==> src/rtl/phase_tdc.sv <==
// Signed phase-error TDC: synchronises ref/fb edges, counts the gap between them in clk cycles
// and hands each result over valid/ready. Define PHASE_TDC_AVG_EN to average 2^AVG_LOG2 samples.
module phase_tdc #(
  parameter int CNT_W       = 12,
  parameter int SYNC_STAGES = 2,
  parameter int AVG_LOG2    = 2
) (
  input  logic             clk,
  input  logic             reset_n,
  input  logic             enable,
  input  logic             ref_in,
  input  logic             fb_in,
  input  logic             meas_ready,
  output logic             meas_valid,
  output logic [CNT_W:0]   phase_err,
  output logic             fb_lead,
  output logic             overflow,
  output logic [1:0]       fsm_state
);

  // Handshake: a result transfers on a cycle where meas_valid && meas_ready; while valid and
  // not ready the outputs hold; after transfer the data outputs keep their value.

  typedef enum logic [1:0] {
    IDLE      = 2'd0,
    REF_FIRST = 2'd1,
    FB_FIRST  = 2'd2,
    HOLD      = 2'd3
  } state_t;

  localparam logic [CNT_W-1:0] CNT_MAX = '1;

  // Out-of-range parameters leave this visibly named block in the elaborated hierarchy.
  if (SYNC_STAGES < 2 || AVG_LOG2 < 1) begin : g_param_out_of_range
  end

  state_t                 state_q, state_d;
  logic [SYNC_STAGES-1:0] ref_sync, fb_sync;
  logic                   ref_last, fb_last;
  logic                   ref_p, fb_p;
  logic [CNT_W-1:0]       count_q, count_d, count_inc;
  logic                   sample_done, sample_neg, sample_ovf;
  logic [CNT_W-1:0]       sample_mag;
  logic [CNT_W:0]         sample_pos, sample_val;
  logic                   group_last, result_load;
  logic [CNT_W:0]         result_err;
  logic                   result_ovf;

  always_ff @(posedge clk or negedge reset_n) begin
    if (!reset_n) begin
      ref_sync <= '0;
      fb_sync  <= '0;
      ref_last <= 1'b0;
      fb_last  <= 1'b0;
    end else begin
      ref_sync <= {ref_sync[SYNC_STAGES-2:0], ref_in};
      fb_sync  <= {fb_sync[SYNC_STAGES-2:0], fb_in};
      ref_last <= ref_sync[SYNC_STAGES-1];
      fb_last  <= fb_sync[SYNC_STAGES-1];
    end
  end

  assign ref_p = ref_sync[SYNC_STAGES-1] & ~ref_last;
  assign fb_p  = fb_sync[SYNC_STAGES-1] & ~fb_last;

  // State register
  always_ff @(posedge clk or negedge reset_n) begin
    if (!reset_n) state_q <= IDLE;
    else          state_q <= state_d;
  end

  // Next-state logic
  always_comb begin
    state_d = state_q;
    unique case (state_q)
      IDLE: begin
        if (enable) begin
          if (sample_done) state_d = group_last ? HOLD : IDLE;
          else if (ref_p)  state_d = REF_FIRST;
          else if (fb_p)   state_d = FB_FIRST;
        end
      end
      REF_FIRST, FB_FIRST: begin
        if (!enable)          state_d = IDLE;
        else if (sample_done) state_d = group_last ? HOLD : IDLE;
      end
      HOLD: begin
        if (meas_valid && meas_ready) state_d = IDLE;
      end
      default: state_d = IDLE;
    endcase
  end

  // Output / datapath logic: the count includes the closing cycle, so a sample is count+1.
  assign count_inc = (count_q == CNT_MAX) ? CNT_MAX : count_q + 1'b1;

  always_comb begin
    sample_done = 1'b0;
    sample_neg  = 1'b0;
    sample_ovf  = 1'b0;
    sample_mag  = '0;
    count_d     = '0;
    unique case (state_q)
      IDLE: begin
        if (enable && ref_p && fb_p) sample_done = 1'b1;
      end
      REF_FIRST: begin
        if (enable) begin
          if (fb_p) begin
            sample_done = 1'b1;
            sample_mag  = count_inc;
            sample_ovf  = (count_q == CNT_MAX);
          end else if (!ref_p) begin
            count_d = count_inc;
          end
        end
      end
      FB_FIRST: begin
        if (enable) begin
          if (ref_p) begin
            sample_done = 1'b1;
            sample_neg  = 1'b1;
            sample_mag  = count_inc;
            sample_ovf  = (count_q == CNT_MAX);
          end else if (!fb_p) begin
            count_d = count_inc;
          end
        end
      end
      default: begin
      end
    endcase
  end

  assign sample_pos = {1'b0, sample_mag};
  assign sample_val = sample_neg ? -sample_pos : sample_pos;

  always_ff @(posedge clk or negedge reset_n) begin
    if (!reset_n) count_q <= '0;
    else          count_q <= count_d;
  end

`ifdef PHASE_TDC_AVG_EN
  localparam int ACC_W = CNT_W + 1 + AVG_LOG2;
  localparam logic [AVG_LOG2:0] IDX_LAST = (AVG_LOG2 + 1)'((2 ** AVG_LOG2) - 1);

  logic signed [ACC_W-1:0] acc_q, acc_sum, acc_shift, sample_ext;
  logic [AVG_LOG2:0]       idx_q;
  logic                    acc_ovf_q;

  assign sample_ext = ACC_W'($signed(sample_val));
  assign acc_sum    = acc_q + sample_ext;
  assign acc_shift  = acc_sum >>> AVG_LOG2;
  assign group_last = (idx_q == IDX_LAST);
  assign result_err = acc_shift[CNT_W:0];
  assign result_ovf = acc_ovf_q | sample_ovf;

  always_ff @(posedge clk or negedge reset_n) begin
    if (!reset_n) begin
      acc_q     <= '0;
      idx_q     <= '0;
      acc_ovf_q <= 1'b0;
    end else if (!enable || (sample_done && group_last)) begin
      acc_q     <= '0;
      idx_q     <= '0;
      acc_ovf_q <= 1'b0;
    end else if (sample_done) begin
      acc_q     <= acc_sum;
      idx_q     <= idx_q + 1'b1;
      acc_ovf_q <= acc_ovf_q | sample_ovf;
    end
  end
`else
  assign group_last = 1'b1;
  assign result_err = sample_val;
  assign result_ovf = sample_ovf;
`endif

  assign result_load = sample_done && group_last;

  always_ff @(posedge clk or negedge reset_n) begin
    if (!reset_n) begin
      meas_valid <= 1'b0;
      phase_err  <= '0;
      fb_lead    <= 1'b0;
      overflow   <= 1'b0;
    end else begin
      if (meas_valid && meas_ready) meas_valid <= 1'b0;
      if (result_load) begin
        meas_valid <= 1'b1;
        phase_err  <= result_err;
        fb_lead    <= result_err[CNT_W];
        overflow   <= result_ovf;
      end
    end
  end

  assign fsm_state = state_q;

endmodule

==> config.mk <==
export PLATFORM = sky130hd
export DESIGN_NAME = phase_tdc
export DESIGN_NICKNAME = d
export VERILOG_FILES = /design/src/rtl/phase_tdc.sv
export SDC_FILE = /design/constraint.sdc
export NUM_CORES = 1
export LEC_CHECK = 0
export ABC_AREA = 1
export BUFFER_PORTS_ARGS = -buffer_cell sky130_fd_sc_hd__buf_2
export CAP_MARGIN = 10
export CORE_MARGIN = 2
export CORE_UTILIZATION = 50
export CTS_CLUSTER_SIZE = 24
export DETAILED_ROUTE_END_ITERATION = 10
export GPL_TIMING_DRIVEN = 0
export HOLD_SLACK_MARGIN = 0.15
export PLACE_DENSITY_LB_ADDON = 0.15
export SYNTH_ARGS = -nofsm -noshare
export SYNTH_HDL_FRONTEND = slang
export SYNTH_SLANG_ARGS = --single-unit
==> constraint.sdc <==
create_clock -name clk -period 3.6 [get_ports clk]
set_clock_uncertainty 0.1 [all_clocks]
set_input_delay 0.18 -clock clk [delete_from_list [all_inputs] [get_ports clk]]
set_output_delay 0.18 -clock clk [all_outputs]
set_load 0.01 [all_outputs]
# Yosys cells after proc, flatten, opt, wreduce, memory -nomap -nowiden
# Cells that the tools add are included.
# totals
register_bits	36
elab_cells	67
# classes
n_addsub	2
eq_ne	8
n_mux	36
bitwise_logic	4
reduce_logical	7
# op_table
op	count
$mux W12	11
$pmux W12 S2	2
$mux W2	7
$mux W13	1
$neg A12 Y13	1
$add A12 B1 Y12 const B	1
$eq A12 B12 Y1 const B	1
$mux W1	12
$pmux W2 S3	1
$eq A2 B2 Y1 const B	2
$ne A2 B2 Y1 const B	2
$ne A4 B4 Y1 const B	1
$reduce_and A4 Y1	1
$logic_and A1 B1 Y1	3
$ne A3 B3 Y1 const B	1
$pmux W1 S3	1
$and A1 B1 Y1	2
$eq A2 B1 Y1 const B	1
$logic_not A2 Y1	1
$not A1 Y1	2
$pmux W1 S2	1
$reduce_bool A2 Y1	1
$reduce_or A2 Y1	1

# Depth between registers and ports, before layout
# Gate-level depths: netlist of run 1.
# depth
ltp_word	9
ltp_mapped	16

# Worst setup path after synthesis of run 1
# OpenSTA, ideal clock, no wires.
# synth_path
kind	reg-to-reg
startpoint	reg state_q[0], in the netlist fsm_state[0]
endpoint	reg phase_err[10]
setup_time_ns	0.117
arrival_time_ns	2.019
path_slack_ns	1.364
stages_incl_launch_ff	15
n_path_buf	0
synth_period_minus_slack_ns	2.236
cell_sequence	dfrtp_1 > inv_1 > ha_1 > nand4_4 > a21oi_4 > nand2_1 > ha_1 > nand3_1 > inv_1 > nand2_1 > nand2_1 > nand2_1 > nand2_1 > nand3_1 > nand2_1
# synth_via
elab_chain_len	4
elab_cells_between_ends	8
# synth_lines
item	line	rtl
from (decl)	37	state_t state_q, state_d;
from (signal assigned)	69	else state_q <= state_d;
$eq A2 B2 Y1 / $eq A2 B1 Y1 (equally long branches)	103	unique case (state_q)
$pmux W12 S2	103	
$neg A12 Y13	136	assign sample_val = sample_neg ? -sample_pos : sample_pos;
$mux W13	136	
to (signal assigned)	191	phase_err <= result_err;
to (decl)	15	output logic [CNT_W:0] phase_err,
# Several ways; a longest one is shown, not always the timed one.
# A chain may end at the register's enable or synchronous reset.

# Worst setup path after layout of run 1
# Same ends and word-level chain as after synthesis.

==> flow_results.org, run 1 <==
** Pwr
- Cell-internal power :: 722 µW
- For this design the static power due to leakage is 0.00141 µW.
- In this run the power spent charging and discharging nets is 316 µW.
- Of the total power, the clock network draws 0.355.
- Sequential fraction of design power :: 0.422
- IR drop worst, VDD :: 0.267 mV
- Combinational fraction of design power :: 0.224
- Of the total power, the share spent switching nets is 0.304.
- In this run the power density over the cells is 425 nW/µm².

** Clock network
- TritonCTS built the clock tree.
- Buffers inserted during clock tree synthesis total 5.
- Setup Buffers After CTS :: 0
- TritonCTS sink count :: 35
- The later pin in the worst-skew pair is clocked with a latency of 0.29 ns.
- Clock slew seen by the registers of the worst setup and hold paths :: 0.07 ns
- In this run the clock root is driven by a clkbuf_8.
- H-tree Lvls :: 2
- Maximum root-to-sink buffer count :: 2

** Logic synthesis
- The number of different library cells used by synthesis comes to 29.
- The cell count after synthesis came out at 277.
- Post-Synthesis Mean Instance Area :: 7.60 µm²
- Post-Syn Nets :: roughly 290
- The mapped netlist covers 2110 µm².
- Fraction of the yosys area taken by sequential cells :: 0.416
- Counting flops and latches in the post-synthesis netlist gives 35.
- For this run, the number of Yosys warnings is 0.

** STA
- The worst path in the final design needs a cycle of 2.44 ns, including I/O delays and setup.
- Setup repair after global routing missed its margin :: no
- The final number of hold-violating endpoints was 0.
- Worst slew slack as a fraction of its limit :: 0.486
- Timing would allow up to 409 MHz.
- Hold WS :: 0.252 ns
- Post-route fraction of the period consumed by the critical path :: 0.679
- For the final routed database, the setup TNS stands at 0 ns.
- For the pin with the worst max-slew slack, the measured transition is 0.770 ns.
- Number of endpoints failing setup at the final stage :: 0
- Count of final max-slew check failures :: 0

** Drt
- Number of violations reported at the end of detailed-routing iteration 0 :: 76
- Dividing the detail-routed wire length by the instance count gives 11.8 µm.
- Once detail routing completed, the nets flagged for antenna violations numbered 0.
- Wires add up to 4280 µm.
- Via count of the routed design :: 1837
- Per-cell via count in the routed design :: 5.07
- The first detailed-routing pass ran for 4 iterations.
- Remaining design rule violation count :: 0

** Worst hold path
- Worst hold stages :: 0
- Source of the worst hold timing path :: ref_sync[0]$_DFF_PN0_
- Class of the most critical hold timing path :: flip-flop to flip-flop

** Placed design
- In this run, placement finished with an instance count of 350.
- Routability-driven placement finished with a final weighted congestion of 0.828.
- In this run the tool buffered the top-level ports with 23 buffer cells.
- HPWL after detailed placement :: between 3000 and 4000 µm

** Final layout
- Fill count :: 391
- Commonest cells after routing, fill and taps aside :: nand2_1 (95), dfrtp_1 (35), inv_1 (30)
- Number of nets in the layout :: 325
- Final Util :: 0.606
- Final cell count without fillers :: 362
- The repair_antennas step left the layout with diodes totalling 0.
- Area overhead of the layout relative to synthesis :: 15.9%
- Share of post-route cells with drive strength above 1 :: 0.173
- Commonest non-fill, non-tap cell in the layout :: nand2_1

** GRT
- The layer flagged by global routing as most heavily used is met2.
- The via count of the first global-routing pass came to 1660.
- For met1 alone, demand over resource in global routing was 0.277.
- In the global route stage, met2 resource usage came out at 0.334.
- The first global-routing pass estimated approximately 7300 µm of wire.
- GR met3 Demand/Resource :: 0.0536
- Global routing finished with a remaining overflow of 0.
- Number of antenna violations at the first check in global routing :: 0
- Entering global routing, the biggest net connects 36 pins.
- For this run, the total global-route usage over all layers was measured as 0.211.

** Floorplanning
- Overall die area :: 4750 µm²
- Horizontal extent of the die :: 68.9 µm
- Row generation in the floorplan step produced 23 rows.
- After floorplanning, the core was sized to cover 4030 µm².
- Floorplan die height :: 68.9 µm
- The initial utilization of the core area, before any placement, comes to 0.523.
- For this design the top-level I/O count stands at 24.

** Worst setup path
- In this design, the stage delay of the slowest critical-path cell is 0.42 ns.
- Origin of the critical flop-to-flop path :: fsm_state[0]$_DFFE_PN0P_
- In this run the worst path has a maximum fanout of 7.
- Library cell appearing most often on the critical path :: nand2_1
- The signal on the critical path passes through inv_1, ha_1, nand4_4, a21oi_4, nand2_1, ha_1, nand3_1, inv_1, nand2_1, nand2_1, nand2_1, nand2_1, nand3_1, nand2_1.
- Critical Path Start :: fsm_state[0]$_DFFE_PN0P_
- Required time worst endpoint :: 3.68 ns
- Critical path type :: flip-flop to flip-flop
- Worst path slowest cell :: dfrtp_1
- Worst setup SP type :: flip-flop
- Path depth of the worst reg2reg path :: 14
- Arrival time reported for the critical path endpoint :: 2.53 ns
- Nature of the critical path endpoint :: flip-flop

** Status
- The flow ran to the end, and the final reports show no timing, DRC or antenna violations.

** Job
- Across the run, the number of max-cap violations was 0.
state kept, by name, summed over array words and instances (netlist names):
name and count:
ref_last 1, ref_sync 2, fb_sync 2, fb_last 1, count_q 12, phase_err 13
meas_valid 1, fsm_state 2, overflow 1
final timing paths:
| path | slack (ns) | end |
|---|---|---|
| worst max-delay path | 1.16 | phase_err[10]$_DFFE_PN0P_ |
| worst min-delay path | 0.25 | ref_sync[1]$_DFF_PN0_ |
| worst max register to register | 1.16 | phase_err[10]$_DFFE_PN0P_ |
| worst min register to register | 0.25 | ref_sync[1]$_DFF_PN0_ |
| max in group asynchronous | 2.52 | phase_err[10]$_DFFE_PN0P_ |
| min in group asynchronous | 0.39 | count_q[2]$_DFF_PN0_ |
per-layer routing:
metal	vias to the layer above	share of wire
met5	-	0
met4	0	0.015
met3	6	0.036
met2	36	0.46
met1	839	0.49
li1	956	-
cell families after synthesis:
family                     count (synthesis)  synth area share
AOI/OAI and AO/OA                         34            0.0969
adders and majority gates                  8            0.0475
DFF                                       35             0.416
and+or+nand+nor                          159             0.346
buffers and inverters                     37            0.0767
xor gates and xnor gates                   4            0.0166
cell usage after synthesis:
master    number  area (µm²)
nand4_4        1        21.3
nand3b_1       3        22.5
nand2_2        7        43.8
o21ai_1        2        10.0
nand3_1       23         115
o21ai_0       17        85.1
a221oi_2       1        15.0
dfrtp_1       35         876
nand3_4        1        17.5
inv_1         30         113
nand2_1       95         357
a21oi_1        7        35.0
a21oi_4        1        16.3
buf_6          1        11.3
ha_1           8         100
xor2_1         1        8.76
nor2_1        18        67.6
a31oi_1        3        18.8
nor2_2         2        12.5
nand4_1        4        25.0
clkbuf_1       2        7.51
nand2_4        2        22.5
nand3_2        2        20.0
xnor2_1        3        26.3
a21oi_2        1        8.76
nor3_1         1        5.00
o211ai_1       1        7.51
o21bai_1       1        7.51
buf_4          4        30.0
what timing repair did:
item                                   in CTS  in global routing
resized for setup                           0                  0
endpoints found under the hold margin      38                  0
hold buffers                                4                  0
final cells by class:
class                           count  area [µm²]  area share
Buffer                              7        48.8      0.0200
Clock buffer                        6        82.6      0.0338
Clock inverter                      2        35.0      0.0144
Inverter                           30         113      0.0461
Multi-Input combinational cell    205        1070       0.438
Sequential cell                    35         876       0.359
Tap cell                           50        62.6      0.0256
Timing Repair Buffer               27         155      0.0636
power by group through the flow:
stage	clock [µW]	combinational (µW)	sequential, µW
2_1_floorplan	0	158	450
3_3_place_gp	0	227	445
3_5_place_dp	0	228	446
4_1_cts	376	233	438
5_1_grt	391	271	442
6_report	368	232	438
critical path, delay by kind of cell (launching register included):
kind	cells	cell delay [ns]
buffers and inverters	2	0.21
AO/OA/AOI/OAI	1	0.27
AND/OR/NAND/NOR	9	0.84
adder cells (fa/ha/maj)	2	0.51
flip-flops	1	0.42
stage by stage:
| step | power [µW] | setup slack [ns] | instance area (µm²) |
|---|---|---|---|
| 2_1_floorplan | 608 | 1.36 | 2110 |
| 3_5_place_dp | 673 | 1.15 | 2280 |
| 4_1_cts | 1050 | 1.14 | 2440 |
| 6_report | 1040 | 1.16 | 2440 |
| 3_3_place_gp | 672 | 1.19 | 2280 |
| 5_1_grt | 1100 | 0.924 | 2440 |
Power figures use the tool's default switching activity.
==> run 2: changes to the inputs <==
--- a/config.mk
+++ b/config.mk
@@ -5,7 +5,7 @@
 export SDC_FILE = /design/constraint.sdc
 export NUM_CORES = 1
 export LEC_CHECK = 0
-export ABC_AREA = 1
+export ABC_AREA = 0
 export BUFFER_PORTS_ARGS = -buffer_cell sky130_fd_sc_hd__buf_2
 export CAP_MARGIN = 10
 export CORE_MARGIN = 2
==> constraint.sdc (replaced) <==
create_clock -name clk -period 2.2 [get_ports clk]
set_clock_uncertainty 0.1 [all_clocks]
set_input_delay 0.11 -clock clk [delete_from_list [all_inputs] [get_ports clk]]
set_output_delay 0.11 -clock clk [all_outputs]
set_load 0.01 [all_outputs]
==> run 2 against run 1 <==
- the run now ends with negative setup slack left
- core utilization up 9.7 points
- die area grew 4.6%
- worst setup slack worse by 1.3 ns
- first-iteration DRC count up 53%
- highest routed layer unchanged
- sequential share of layout area fell by 6.7 points
- global-route usage increased by 5.0 points
- count of clock-buffer cells in the layout up 1
- critical path depth decreased by 4
==> flow_results.org, run 2 <==
** Logic synthesis
- The number of register bits inferred by synthesis came to 35 (unchanged).
- Main combinational cell family by area after synthesis :: simple AND/OR/NAND/NOR gates
- The fraction of post-synthesis cell area in the top cell type by area came to 0.397 (-0.0193).
- The average footprint of a synthesized cell is 9.09 µm² (+20%).
- Synth Flop Type :: dfrtp_1
- Share of the synthesized area in compound gates (AO/OA/AOI/OAI) :: 0.225 (+0.128)
- Number of enable flip-flop cells after synthesis :: 0 (unchanged)
- The synthesized design spends more area on one cell type than any other, namely dfrtp_1.
- The gate count after technology mapping is 243 (-12%).
- Fraction of synthesized area in multiplexers :: 0.0193 (+0.0193)
- Xor/xnor share of the synthesized area :: 0.0278 (+0.0111)
- The simple-gate area share of the yosys netlist came to 0.245 (-0.101).
- Proportion of register bits with asynchronous set or reset after synthesis :: 1.00 (unchanged)
- Count of warnings emitted by yosys :: 0 (unchanged)
- Fraction of the yosys area taken by sequential cells :: 0.397 (-0.0193)
- The synthesized-area fraction occupied by adder cells was 0.0453 (-0.00221).
- After synthesis, the cell types taking the most area are dfrtp_1 (40%), nor2_1 (4.8%), ha_1 (4.5%), o21ai_0 (4.5%), nand2_1 (3.7%).
- The total standard cell area after synthesis is 2210 µm² (+4.9%).
- Among all cell types in the netlist, the one instantiated most often is dfrtp_1.
- Post-Syn Nets :: 257 (-12%)
- The number of distinct library cells after synthesis is 64 (+120%).
- Synth cell count leaders :: dfrtp_1 (35), nor2_1 (28), nand2_1 (22)

** Clock network
- The clock latency at the later pin of the worst-skew pair was 0.29 ns (about the same).
- Maximum root-to-sink buffer count :: 2 (unchanged)
- The H-tree depth reported by CTS came to 2 (unchanged).
- CTS tree :: built
- The total clock buffers created by CTS came to 5 (unchanged).
- TritonCTS sink count :: 35 (unchanged)
- CTS placed an instance of clkbuf_8 at the clock tree root.
- Clock slew seen by the registers of the worst setup and hold paths :: 0.07 ns (about the same)

** Drt
- The count of antenna-violating nets left after detailed routing was 0 (unchanged).
- The sum of routed wire length over all layers was 6200 µm (+45%).
- Via count of the routed design :: 2111 (+15%)
- Per-cell via count in the routed design :: 5.98 (+18%)
- The number of iterations in the first detailed-routing pass is 4 (unchanged).
- Number of violations reported at the end of detailed-routing iteration 0 :: 116 (+53%)
- The mean routed wirelength per cell came to 17.6 µm (+49%).
- Remaining design rule violation count :: 0 (unchanged)

** Floorplanning
- Placeable core region :: 4290 µm² (+6.6%)
- The total number of placement rows was 24 (+4.3%).
- The effective utilization at floorplan was 0.514 (-0.00839).
- Horizontal extent of the die :: 70.5 µm (+2.3%)
- Overall die area :: 4960 µm² (+4.6%)
- I/O pin cnt :: 24 (unchanged)
- The floorplan die height is 70.5 µm (+2.3%).

** STA
- Setup tns final :: -0.391 ns (-0.391 ns)
- The worst-case setup margin in the final layout came to -0.142 ns (-1.30 ns).
- Final Hold Viols :: 0 (unchanged)
- Worst Max-Slew Pin Slew :: 0.784 ns (+0.0133 ns)
- Setup repair after global routing could not meet its margin everywhere.
- Number of endpoints failing setup at the final stage :: 7 (+7)
- The worst hold slack was 0.256 ns (+0.00448 ns).
- Max Clock Freq :: 427 MHz (+4.3%)
- The tightest slew margin relative to the limit came to 0.478 (-0.00890).
- Count of final max-slew check failures :: 0 (unchanged)
- Minimum period implied by the final worst setup slack :: 2.34 ns (-0.102 ns)
- Post-route fraction of the period consumed by the critical path :: 1.06 (+0.386)

** Final layout
- Commonest cells after routing, fill and taps aside :: dfrtp_1 (32), buf_4 (27), nor2_1 (26)
- The register with the most flip-flops in the final layout is phase_err.
- The register area was 880 µm² (+0.43%).
- Area overhead of the layout relative to synthesis :: 36.6%
- The layout cell share with drive strength beyond 1 is 0.395 (+0.222).
- Multi-input logic area :: 1510 µm² (+42%)
- Number of flip-flops in the largest register :: 13 (unchanged)
- The library cell used most frequently in the layout, excluding fill and tap cells, is dfrtp_1.
- Fill count :: 310 (-21%)
- The final-stage net count is 314 (-3.4%).
- Leading registers by flop count :: phase_err x13, count_q x12
- The number of antenna cells inserted came to 0 (unchanged).
- Layout Cell Area excl Fill :: 3020 µm² (+24%)

** GRT
- Via count of the first global-routing pass :: 1987 (+20%)
- Global-route usage over all layers :: 0.260 (+0.0499)
- The pin count of the biggest net entering global routing is 36 (unchanged).
- Overflow left after global routing :: 0 (unchanged)
- Global-route wire length before repair :: 10000 µm (+37%)
- Number of antenna violations at the first check in global routing :: 0 (unchanged)

** Job
- Max Cap Viol :: 0 (unchanged)

** Worst setup path
- The worst setup path is of the flip-flop to flip-flop kind.
- STA classifies the critical path startpoint as a flip-flop.
- Arrival time reported for the critical path endpoint :: 2.42 ns (-0.11 ns)
- The highest fanout seen on the critical path came to 6 (-1).
- The data required time of the critical path was 2.28 ns (-1.40 ns).
- Nature of the critical path endpoint :: flip-flop

** Status
- Violated checks :: negative setup slack
- The flow ran to the end, but the final reports show violations.

** Worst hold path
- Class of the most critical hold timing path :: flip-flop to flip-flop

** Placed design
- The placer's final routability congestion estimate came to 0.872 (+5.3%).
- Total of buffers placed on input and output ports :: 23 (unchanged)
- The placed wire-length estimate after detailed placement is 3990 µm (+25%).
- Placed instance area :: 2430 µm² (+6.5%)

** Pwr
- The power per cell area came to 743 nW/µm² (+75%).
- The worst-case vdd ir drop is 0.729 mV (+170%).
- The reported leakage power was 0.00131 µW (-7.3%).
-- run 2: cell types whose count changed after synthesis, sizes merged, moves of 6 or more --
cell    delta
nand2     -82
inv       -24
nand3     -18
nor2       +8
a211oi     +6
nor3       +6
-- run 2: metrics by stage --
step,power (µW),utilization,cells,worst slack (ns)
2_1_floorplan,1220,-,243,-0.172
3_3_place_gp,1410,0.566,318,-0.442
3_5_place_dp,1420,0.566,318,-0.450
4_1_cts,2110,0.655,345,-0.129
5_1_grt,2360,0.703,353,-0.204
6_report,2240,0.703,353,-0.142
-- run 2: cell families (layout without fill, tap and decap cells) --
group,after synthesis,after routing
xor gates and xnor gates,7,7
AOI/OAI and AO/OA,69,69
and+or+nand+nor,102,102
muxes,4,4
buffers and inverters,18,76
DFF,35,35
adders and majority gates,8,8
-- run 2: cell type report --
cell class              count  area share
plain buffers               9      0.0245
well taps                  52      0.0216
multi-input cells         190       0.501
clock buffers               7      0.0319
inverters                   6     0.00830
repair buffers             53       0.118
clock inverters             1     0.00249
flip-flops and latches     35       0.292
-- run 2: where the power goes --
| group | switching (µW) | leakage, µW | internal (µW) |
|---|---|---|---|
| combinational | 510 | 0.000796 | 413 |
| clock | 243 | 0.0000505 | 285 |
| sequential | 66.7 | 0.000461 | 724 |
-- run 2: worst max-delay path, stage by stage, from the launching register on --
cell and delay [ns]:
dfrtp_2 0.42, inv_4 0.06, ha_4 0.15, and4b_2 0.24, o21a_4 0.24, o21ai_4 0.08, ha_2 0.21, buf_8 0.12
nand2_2 0.05, o32a_1 0.33, a32o_1 0.22
-- run 2: metal layers --
layer | part of all wire | GRT usage | vias to the layer above | routed length [µm]
li1 | - | - | 1008 | -
met1 | 0.45 | 0.359 | 1021 | 2780
met2 | 0.49 | 0.415 | 72 | 3010
met3 | 0.052 | 0.0476 | 10 | 320
met4 | 0.015 | 0.0812 | 0 | 90
met5 | 0 | 0 | - | 0
-- run 2: timing repair --
| action | 4_1_cts | 5_1_grt |
|---|---|---|
| pin swaps | 5 | 17 |
| endpoints found under the setup margin | 27 | 18 |
| hold buffers | 5 | 0 |
| buffers inserted | 15 | 11 |
| endpoints found under the hold margin | 39 | 0 |
| resized for setup | 28 | 30 |
| gates cloned | 0 | 0 |
-- run 2: final timing paths --
| kind | end | from | slack [ns] | cells after the start |
|---|---|---|---|---|
| worst max-delay path | phase_err[10]$_DFFE_PN0P_ | fsm_state[0]$_DFFE_PN0P_ | -0.14 | 10 |
| worst min-delay path | ref_sync[1]$_DFF_PN0_ | ref_sync[0]$_DFF_PN0_ | 0.26 | 0 |
| worst max register to register | phase_err[10]$_DFFE_PN0P_ | fsm_state[0]$_DFFE_PN0P_ | -0.14 | 10 |
| worst min register to register | ref_sync[1]$_DFF_PN0_ | ref_sync[0]$_DFF_PN0_ | 0.26 | 0 |
| max in group asynchronous | fsm_state[1]$_DFFE_PN0P_ | reset_n | 1.09 | 2 |
| min in group asynchronous | meas_valid$_DFFE_PN0P_ | reset_n | 0.35 | 2 |
==> run 3: changes to the inputs <==
--- a/config.mk
+++ b/config.mk
@@ -9,12 +9,13 @@
 export BUFFER_PORTS_ARGS = -buffer_cell sky130_fd_sc_hd__buf_2
 export CAP_MARGIN = 10
 export CORE_MARGIN = 2
-export CORE_UTILIZATION = 50
+export CORE_UTILIZATION = 40
 export CTS_CLUSTER_SIZE = 24
 export DETAILED_ROUTE_END_ITERATION = 10
 export GPL_TIMING_DRIVEN = 0
 export HOLD_SLACK_MARGIN = 0.15
 export PLACE_DENSITY_LB_ADDON = 0.15
+export SKIP_CTS_REPAIR_TIMING = 1
 export SYNTH_ARGS = -nofsm -noshare
 export SYNTH_HDL_FRONTEND = slang
 export SYNTH_SLANG_ARGS = --single-unit
==> constraint.sdc (replaced) <==
create_clock -name clk -period 2.9 [get_ports clk]
set_clock_uncertainty 0.1 [all_clocks]
set_input_delay 0.145 -clock clk [delete_from_list [all_inputs] [get_ports clk]]
set_output_delay 0.145 -clock clk [all_outputs]
set_load 0.01 [all_outputs]
==> run 3 against run 2 <==
- the run now ends clean
- cell count did not move
- first-iteration DRC count increased by 3.4%
- sequential power down 26%
- critical path depth grew 1
- wire length shrank 12%
- sequential share of layout area increased by 3.8 points
- via count decreased by 6.8%
- worst setup slack improved by 0.38 ns
- final area is 12% lower
- combinational power decreased by 47%
- largest cell class unchanged
==> flow_results.org, run 3 (synthesis results as in run 2) <==
** Clock network
- Clock slew seen by the registers of the worst setup and hold paths :: 0.08 ns (about the same)
- Maximum root-to-sink buffer count :: 2 (unchanged)
- H-tree Lvls :: 2 (unchanged)
- TritonCTS built the clock tree.
- TritonCTS sink count :: 35 (unchanged)
- CTS placed an instance of clkbuf_8 at the clock tree root.
- Clock latency of the later-clocked register in the worst-skew pair :: 0.29 ns (about the same)
- The total clock buffers created by CTS was 5 (unchanged).

** GRT
- Number of antenna violations at the first check in global routing :: 0 (unchanged)
- Maximum number of pins on one net before global-route repair :: 36 (unchanged)
- The overall global routing resource usage came to 0.194 (-0.0660).
- The overall overflow remaining after global route was 0 (unchanged).
- Via count of the first global-routing pass :: 1874 (-5.7%)
- Global-route wire length before repair :: 9280 µm (-7.3%)

** Floorplanning
- The chip width is 78.3 µm (+11%).
- The core area is 5410 µm² (+26%).
- Floorplan die height :: 78.3 µm (+11%)
- Effective utilization at floorplan :: 0.409 (-0.106)
- The top-level I/O count was 24 (unchanged).
- The area of the die was 6130 µm² (+23%).
- Num rows :: 27 (+13%)

** Final layout
- Compared with the post-synthesis result, the final layout area differs by 20.2%.
- The register area came to 876 µm² (-0.43%).
- The final-stage net count is 294 (-6.4%).
- Fill count :: 524 (+69%)
- Top register by number of flip-flops :: phase_err
- Final cell count without fillers :: 353 (unchanged)
- The area of combinational cells with multiple inputs came to 1270 µm² (-16%).
- Commonest cells after routing, fill and taps aside :: dfrtp_1 (35), nor2_1 (28), buf_2 (26)
- Number of flip-flops in the largest register :: 13 (unchanged)
- The largest registers in the layout are phase_err x13, count_q x12.
- Commonest non-fill, non-tap cell in the layout :: dfrtp_1
- Diodes inserted :: 0 (unchanged)
- The layout cell share with drive strength beyond 1 came to 0.224 (-0.171).

** Placed design
- Global placement routability congestion :: 0.880 (+0.92%)
- The cell count after placement is 338 (+6.3%).
- HPWL after detailed placement :: 3990 µm (about the same)
- The count of port buffers added during placement came to 23 (unchanged).

** Status
- The run finished with clean final reports.

** STA
- Setup repair after global routing left no endpoint under its margin.
- Minimum period implied by the final worst setup slack :: 2.66 ns (+0.320 ns)
- Final Hold Viols :: 0 (unchanged)
- Max Clock Freq :: 376 MHz (-12%)
- Number of endpoints failing setup at the final stage :: 0 (-7)
- The tightest slew margin relative to the limit was 0.485 (+0.00724).
- The worst hold slack came to 0.202 ns (-0.0545 ns).
- Post-route fraction of the period consumed by the critical path :: 0.918 (-0.147)
- The transition time of the tightest slew-check pin was 0.773 ns (-0.0109 ns).
- The number of max-slew violations in the final report was 0 (unchanged).

** Worst setup path
- STA classifies the critical path endpoint as a flip-flop.
- The most numerous cell type found on the critical path is ha_2.
- Largest stage delay, worst path :: 0.35 ns (-0.07 ns)
- Arrival time reported for the critical path endpoint :: 2.74 ns (+0.32 ns)
- The setup path with the least slack is of type flip-flop to flip-flop.
- The data required time of the critical path was 2.98 ns (+0.70 ns).
- The highest fanout seen on the critical path was 8 (+2).
- On the critical path the largest part of the delay comes from compound AO/OA/AOI/OAI gates.
- STA classifies the critical path startpoint as a flip-flop.
- Register-to-Register Setup Slack :: 0.24 ns (+0.38 ns)
- Worst path slowest cell :: dfrtp_1
- The critical path buffer and inverter count is 3 (+1).
- Worst path cell trace :: inv_1, ha_2, and4b_1, buf_2, o21a_4, o21ai_1, ha_2, clkbuf_2, nand2_1, o32a_1, a32o_1

** Drt
- Detail-routed net length per standard cell :: 15.5 µm (-12%)
- The number of DRC markers after the initial detailed-route iteration is 120 (+3.4%).
- The detailed-route DRC error count was 0 (unchanged).
- Via count of the routed design :: 1967 (-6.8%)
- The count of antenna-violating nets left after detailed routing is 0 (unchanged).
- Per-cell via count in the routed design :: 5.57 (-6.8%)
- The number of iterations in the first detailed-routing pass came to 4 (unchanged).
- The sum of routed wire length over all layers was 5460 µm (-12%).

** Pwr
- Leakage power :: 0.00116 µW (-12%)
- The worst-case vdd ir drop came to 0.334 mV (-54%).
- Pwr Density :: 605 nW/µm² (-19%)

** Job
- Max Cap Viol :: 0 (unchanged)

** Worst hold path
- Class of the most critical hold timing path :: input pin to flip-flop
## run 3: stage by stage
stage / util / worst slack [ns] / power (µW) / instance area (µm²) / setup TNS [ns]
2_1_floorplan: - / 0.187 / 895 / 2210 / 0
3_3_place_gp: 0.447 / -0.155 / 1040 / 2410 / -0.371
3_5_place_dp: 0.447 / -0.190 / 1050 / 2410 / -0.469
4_1_cts: 0.472 / -0.216 / 1580 / 2550 / -0.601
5_1_grt: 0.491 / 0.0651 / 1730 / 2660 / 0
6_report: 0.491 / 0.238 / 1610 / 2660 / 0
## run 3: routing by layer
layer  GRT usage  part of all wire  up-vias  wire [µm]
li1            -                 -      971          -
met1       0.259              0.44      929       2390
met2       0.320              0.49       57       2670
met3      0.0402             0.057       10        314
met4      0.0579             0.016        0         89
met5           0                 0        -          0
## run 3: cell type report
type / instances / area share
clock inverter: 3 / 0.0254
sequential: 35 / 0.330
buffer: 11 / 0.0240
tap: 72 / 0.0339
multi-input combinational: 190 / 0.479
timing repair buffer: 31 / 0.0735
clock buffer: 5 / 0.0259
inverter: 6 / 0.00848
## run 3: path summary, 6_finish.rpt
check	startpoint	endpoint	cells past startpoint
setup / recovery	fsm_state[0]$_DFFE_PN0P_	phase_err[10]$_DFFE_PN0P_	11
max in group asynchronous	reset_n	phase_err[8]$_DFFE_PN0P_	2
hold reg to reg	ref_sync[0]$_DFF_PN0_	ref_sync[1]$_DFF_PN0_	0
hold / removal	enable	overflow$_DFFE_PN0P_	3
setup reg to reg	fsm_state[0]$_DFFE_PN0P_	phase_err[10]$_DFFE_PN0P_	11
min in group asynchronous	reset_n	phase_err[3]$_DFFE_PN0P_	2
## run 3: power by group
part	internal (µW)	switching, µW	total [µW]
Clock	343	187	530
Combinational	200	291	491
Sequential	546	39.1	585
Total	1090	517	1610
## run 3: worst min-delay path: cells and delay by family
kind / cells / cell delay [ns]
simple gates: 1 / 0.17
buf+inv: 1 / 0.13
compound gates: 1 / 0.11
